--- config.mk ---
export PLATFORM = sky130hd
export DESIGN_NAME = adc_data_input
export DESIGN_NICKNAME = d
export VERILOG_FILES = /design/src/rtl/adc_data_input.sv
export SDC_FILE = /design/constraint.sdc
export NUM_CORES = 1
export LEC_CHECK = 0
export ABC_CLOCK_PERIOD_IN_PS = 14000
export CORE_MARGIN = 4
export CORE_UTILIZATION = 40
export CTS_BUF_LIST = sky130_fd_sc_hd__clkbuf_16
export DETAILED_ROUTE_END_ITERATION = 7
export SYNTH_ARGS = -nofsm -noshare
export SYNTH_HDL_FRONTEND = slang
export SYNTH_SLANG_ARGS = --single-unit
export TNS_END_PERCENT = 50
--- constraint.sdc ---
create_clock -name MCLK -period 14 [get_ports MCLK]
set_input_delay 2.8 -clock MCLK [delete_from_list [all_inputs] [get_ports MCLK]]
set_output_delay 2.8 -clock MCLK [all_outputs]
set_load 0.1 [all_outputs]
--- src/rtl/adc_data_input.sv ---
// Multi-lane serial deserialiser for a sigma-delta ADC: each nDRDY falling edge
// starts a frame, every DOUT lane shifts FRAME_BITS bits MSB-first into its DATA word.
module adc_data_input #(
    parameter int LANES      = 4,
    parameter int FRAME_BITS = 64
) (
    input  logic                  MCLK,
    input  logic                  RST,
    input  logic                  nSYNC_IN,
    input  logic                  nDRDY,
    input  logic [LANES-1:0]      DOUT,
    output logic                  DATA_READY,
    output logic [FRAME_BITS-1:0] DATA [LANES-1:0]
);

    localparam int CW = (FRAME_BITS > 1) ? $clog2(FRAME_BITS) : 1;
    localparam logic [CW-1:0] LAST_BIT = CW'(FRAME_BITS - 1);

    typedef enum logic {
        IDLE,
        SHIFT
    } state_t;

    state_t                r_state;
    state_t                w_stateNext;
    logic [CW-1:0]         r_count;
    logic [CW-1:0]         w_countNext;
    logic                  r_ndrdyQ;
    logic                  r_ready;
    logic                  w_fall;
    logic                  w_shift;
    logic                  w_load;
    logic [FRAME_BITS-1:0] r_sreg [LANES-1:0];
    logic [FRAME_BITS-1:0] r_data [LANES-1:0];

    assign w_fall = ~nDRDY & r_ndrdyQ;

    // A falling edge mid-frame restarts the count; on the last bit it both
    // completes the frame and opens the next one.
    always_comb begin
        w_stateNext = r_state;
        w_countNext = r_count;
        w_shift     = 1'b0;
        w_load      = 1'b0;
        if (!nSYNC_IN) begin
            w_stateNext = IDLE;
            w_countNext = '0;
        end else begin
            case (r_state)
                IDLE: begin
                    if (w_fall) begin
                        w_stateNext = SHIFT;
                        w_countNext = '0;
                    end
                end
                SHIFT: begin
                    if (r_count == LAST_BIT) begin
                        w_shift     = 1'b1;
                        w_load      = 1'b1;
                        w_countNext = '0;
                        w_stateNext = w_fall ? SHIFT : IDLE;
                    end else if (w_fall) begin
                        w_countNext = '0;
                    end else begin
                        w_shift     = 1'b1;
                        w_countNext = r_count + CW'(1);
                    end
                end
                default: begin
                    w_stateNext = IDLE;
                    w_countNext = '0;
                end
            endcase
        end
    end

    always_ff @(posedge MCLK) begin
        if (RST) begin
            r_state  <= IDLE;
            r_count  <= '0;
            r_ndrdyQ <= 1'b0;
            r_ready  <= 1'b0;
            for (int i = 0; i < LANES; i++) begin
                r_sreg[i] <= '0;
                r_data[i] <= '0;
            end
        end else begin
            r_state  <= w_stateNext;
            r_count  <= w_countNext;
            r_ndrdyQ <= nDRDY;
            r_ready  <= w_load;
            for (int i = 0; i < LANES; i++) begin
                if (w_shift) begin
                    r_sreg[i] <= {r_sreg[i][FRAME_BITS-2:0], DOUT[i]};
                end
                if (w_load) begin
                    r_data[i] <= {r_sreg[i][FRAME_BITS-2:0], DOUT[i]};
                end
            end
        end
    end

    assign DATA_READY = r_ready;

    always_comb begin
        for (int i = 0; i < LANES; i++) begin
            DATA[i] = r_data[i];
        end
    end

endmodule

Word-level counts from Yosys, hierarchy flattened
Memory sizes are Yosys's and may differ from the RTL's.
Index checks and enable logic that the tools add are counted.
{"block": "word_totals", "ff_bits": 9, "ram_bits": 512, "input_bits": 8, "wordCells": 52, "mem_count": 2}
{"block": "classes", "addsub": 1, "eq_ne": 2, "mux": 30, "n_bitwise": 12, "reduce_logical": 1}
{"memory": "r_data", "depth": 4, "width": 64, "rd": 4, "rd_ports_with_merged_regs": 0, "wr": 4, "line_no": "34", "text": "logic [FRAME_BITS-1:0] r_data [LANES-1:0];"}
{"memory": "r_sreg", "depth": 4, "width": 64, "rd": 4, "rd_ports_with_merged_regs": 0, "wr": 4, "line_no": "33", "text": "logic [FRAME_BITS-1:0] r_sreg [LANES-1:0];"}
{"operator": "two-way mux 64 bit", "count": 8}
{"operator": "two-way mux 6 bit", "count": 3}
{"operator": "two-way mux 1 bit", "count": 17}
{"operator": "one-hot mux 6 bit (2 select lines)", "count": 1}
{"operator": "OR 1 bit", "count": 8}
{"operator": "adder 6 x 1 -> 6 bit, second input constant", "count": 1}
{"operator": "== test 6 bit, second input constant", "count": 1}
{"operator": "NOT 1 bit", "count": 3}
{"operator": "inequality test 2 bit, second input constant", "count": 1}
{"operator": "one-hot mux 1 bit (2 select lines)", "count": 1}
{"operator": "OR reduction 2 bit", "count": 1}
{"operator": "AND 1 bit", "count": 1}

Longest topological paths before layout
{"block": "logic_depth", "word_depth": 10, "mapped_depth": 6, "depth_no_buf": 4}

Worst setup path after synthesis
Ideal clock, no wire load.
{"block": "synth_timing", "path_kind": "input-to-reg", "from": "input port nDRDY", "to": "memory r_sreg[0][0] (enable)", "setup_ns": 0.523, "arrival_ns": 6.569, "setup_slack_ns": 6.907, "path_stages": 4, "path_cell_list": "nand2b_1 > o21bai_4 > buf_6 > a31o_2"}
{"element": "start, declared", "line_no": "10", "text": "input logic nDRDY,"}
{"element": "end, declared", "line_no": "33"}

==> flow_summary_export.csv <==
group,metric,value,unit
run_status,status,"finished clean",
job,maxCapViolCount,0,
power,p_total,3.47,mW
cells_and_area,finalInstanceArea,0.0242,sq mm
cells_and_area,synthToLayoutAreaGrowth,24.8,%
logic_synthesis,syn_nets,1184,
logic_synthesis,synth_edf_count,508,
route,wl,40300,um
logic_synthesis,synth_area_per_cell,16.5,sq um
sta,setup_violations,0,
floorplanning,io_pins,265,
route,drt_iter0_markers,808,
clock_tree,post_cts_buffers,0,
logic_synthesis,yosysSeqAreaShare,79.6,%
global_route,grt_pass1_wl,62300,um
floorplanning,die-area,0.0520,sq mm
sta,rsz0062_at_grt,"no",
clock_tree,cts.clk_slew.worst_paths,0.06,ns
critical_path,worstPathRequired,14.19,ns
clock_tree,cts_max_level,2,
route,drtPass1Iterations,5,
clock_tree,cts_made_buffers,53,
placed_design,gp_congestion,0.722,
route,post-route-drc-count,0,
logic_synthesis,yosysTopAreaCell,"edfxtp_1",
sta,max_freq,0.147,GHz
placed_design,post-dp-hpwl,22400,um
global_route,grt_usage,14.8,%
cells_and_area,fillers,3995,
cells_and_area,nNetsFinal,1406,
route,via_per_inst,5.12,
clock_tree,clock_latency,0.58,ns
logic_synthesis,synth_common_cells,"508 x edfxtp_1, 504 x and3_1, 69 x clkbuf_1",
logic_synthesis,syn_area,0.0194,sq mm
global_route,grt_pass1_vias,10484,
logic_synthesis,synth_flop_cell,"edfxtp_1",
floorplanning,die_w,228,um
clock_tree,clk_path_buf_depth,3,
sta,slew_violations,0,
critical_path,end_kind,"flip-flop",
clock_tree,cts_sinks,517,
sta,finalHoldViolations,0,
floorplanning,floorplan.rows,80,
global_route,antenna_found_initial,0,
clock_tree,cts_root_buf,"clkbuf_16",
cells_and_area,antenna_cells,0,
power,power.leakage,10.4,nW
global_route,grt.overflow.total,0,
logic_synthesis,yosysMostFrequentCell,"edfxtp_1",
critical_path,critPathMaxFanout,119,
global_route,grt_start_max_net_pins,150,
power,pwr_density_cell,144,mW/mm^2
floorplanning,die_h,228,um
clock_tree,ctsHoldBuffers,0,
floorplanning,core_area,0.0478,sq mm
sta,tightest_slew,1.20,ns
clock_tree,tritoncts,"built",
logic_synthesis,synth_top_area_share,78.7,%
critical_path,path_class,"in -> reg",
critical_path,arrival,7.00,ns
clock_tree,cts_resized,0,
logic_synthesis,yosys_register_bits,517,
worst_hold_path,hold_path_class,"reg -> reg",
logic_synthesis,synth_top_cells_by_area,"edfxtp_1 79%, and3_1 16%, clkbuf_1 1.3%",
logic_synthesis,synth_warnings,0,
route,num_vias,10526,
floorplanning,start_util,40.5,%
logic_synthesis,synth_cells,1175,
route,avgRoutedWirePerCell,19.6,um
sta,relSlewSlack,20.2,%
placed_design,dpl_cell_area,0.0224,sq mm
power,ir_drop,0.0985,mV
sta,finalSetupTns,0,ns
logic_synthesis,yosys.cell_types.count,28,
cells_and_area,layout-drive-gt1-share,6.52,%
placed_design,numPortBuffers,264,
sta,fin_crit,6.80,ns
critical_path,start_kind,"input pin",
logic_synthesis,async_reset_ff_share,0,%
sta,fin_skew,0.0195,ns
route,ant_nets,0,
sta,fin_crit_sh,48.6,%
==> stage by stage <==
stage / setup WS [ns] / utilization [%] / hold WS [ns] / std cells
CTS: 7.20 / 50.6 / 0.529 / 2057
global placement: 6.61 / 46.9 / 0.507 / 1957
detailed placement: 6.57 / 46.9 / 0.520 / 1957
finish: 7.20 / 50.6 / 0.525 / 2057
floorplan: 6.91 / - / 0.476 / 1175
global route: 6.91 / 50.6 / 0.559 / 2057
==> cells in the final DEF (no fill, tap or decap), types with 5 or more instances in the layout <==
cell type	n
a21oi_1	6
and3_1	504
buf_4	12
bufinv_16	7
clkbuf_16	55
clkdlybuf4s50_1	264
clkinv_1	17
clkinv_2	6
dfxtp_1	9
edfxtp_1	508
inv_1	11
nand2b_1	5
==> power by group <==
part | total [mW] | leakage (nW) | switching [mW] | internal, mW
Sequential | 1.78 | 5.33 | 0.0252 | 1.75
Combinational | 0.289 | 4.17 | 0.242 | 0.0467
Clock | 1.41 | 0.895 | 0.570 | 0.837
==> final cells by class <==
type,instances,area (sq um),share of cell area (%)
clock inverters,45,378,1.56
well taps,615,769,3.18
flip-flops and latches,517,15400,63.8
clock buffers,55,1380,5.69
multi-input cells,548,3480,14.4
repair buffers,277,2750,11.4
==> final timing paths <==
check | cells past startpoint | slack (ns) | startpoint | end
worst min register to register | 2 | 0.52 | r_count[5] | r_count[5]
worst max-delay path | 7 | 7.20 | nDRDY | r_sreg[0][43]
worst min-delay path | 2 | 0.52 | r_count[5] | r_count[5]
worst max register to register | 7 | 9.13 | r_count[0] | r_sreg[0][43]
==> cell families after synthesis <==
logic type | count (synthesis) | synth area share (%)
flops | 517 | 79.6
simple gates | 530 | 17.2
xor+xnor | 2 | 0.0904
compound gates | 14 | 0.497
mux | 1 | 0.0581
buf+inv | 110 | 2.49
fa+ha+maj | 1 | 0.0645
==> registers in the layout, indices dropped and copies added, names as in the netlist <==
register / flops
DATA_READY: 1
r_count: 6
r_data: 256
r_ndrdyQ: 1
r_sreg: 252
r_state: 1
==> critical path: stages <==
cell,delay [ns]
clkdlybuf4s50_1,0.47
nand2b_1,0.19
o21bai_4,0.15
buf_4,0.74
a31o_4,0.92
buf_4,0.85
buf_4,0.72
==> metal layers <==
metal | up-vias | GRT usage (%) | part of all wire, %
met2 | 217 | 23.3 | 47
met5 | - | 0 | 0
met3 | 60 | 3.47 | 5.1
met1 | 5273 | 20.6 | 45
met4 | 0 | 4.92 | 2.4
li1 | 4976 | - | -
Note: power is estimated with default switching activity, not from simulation.
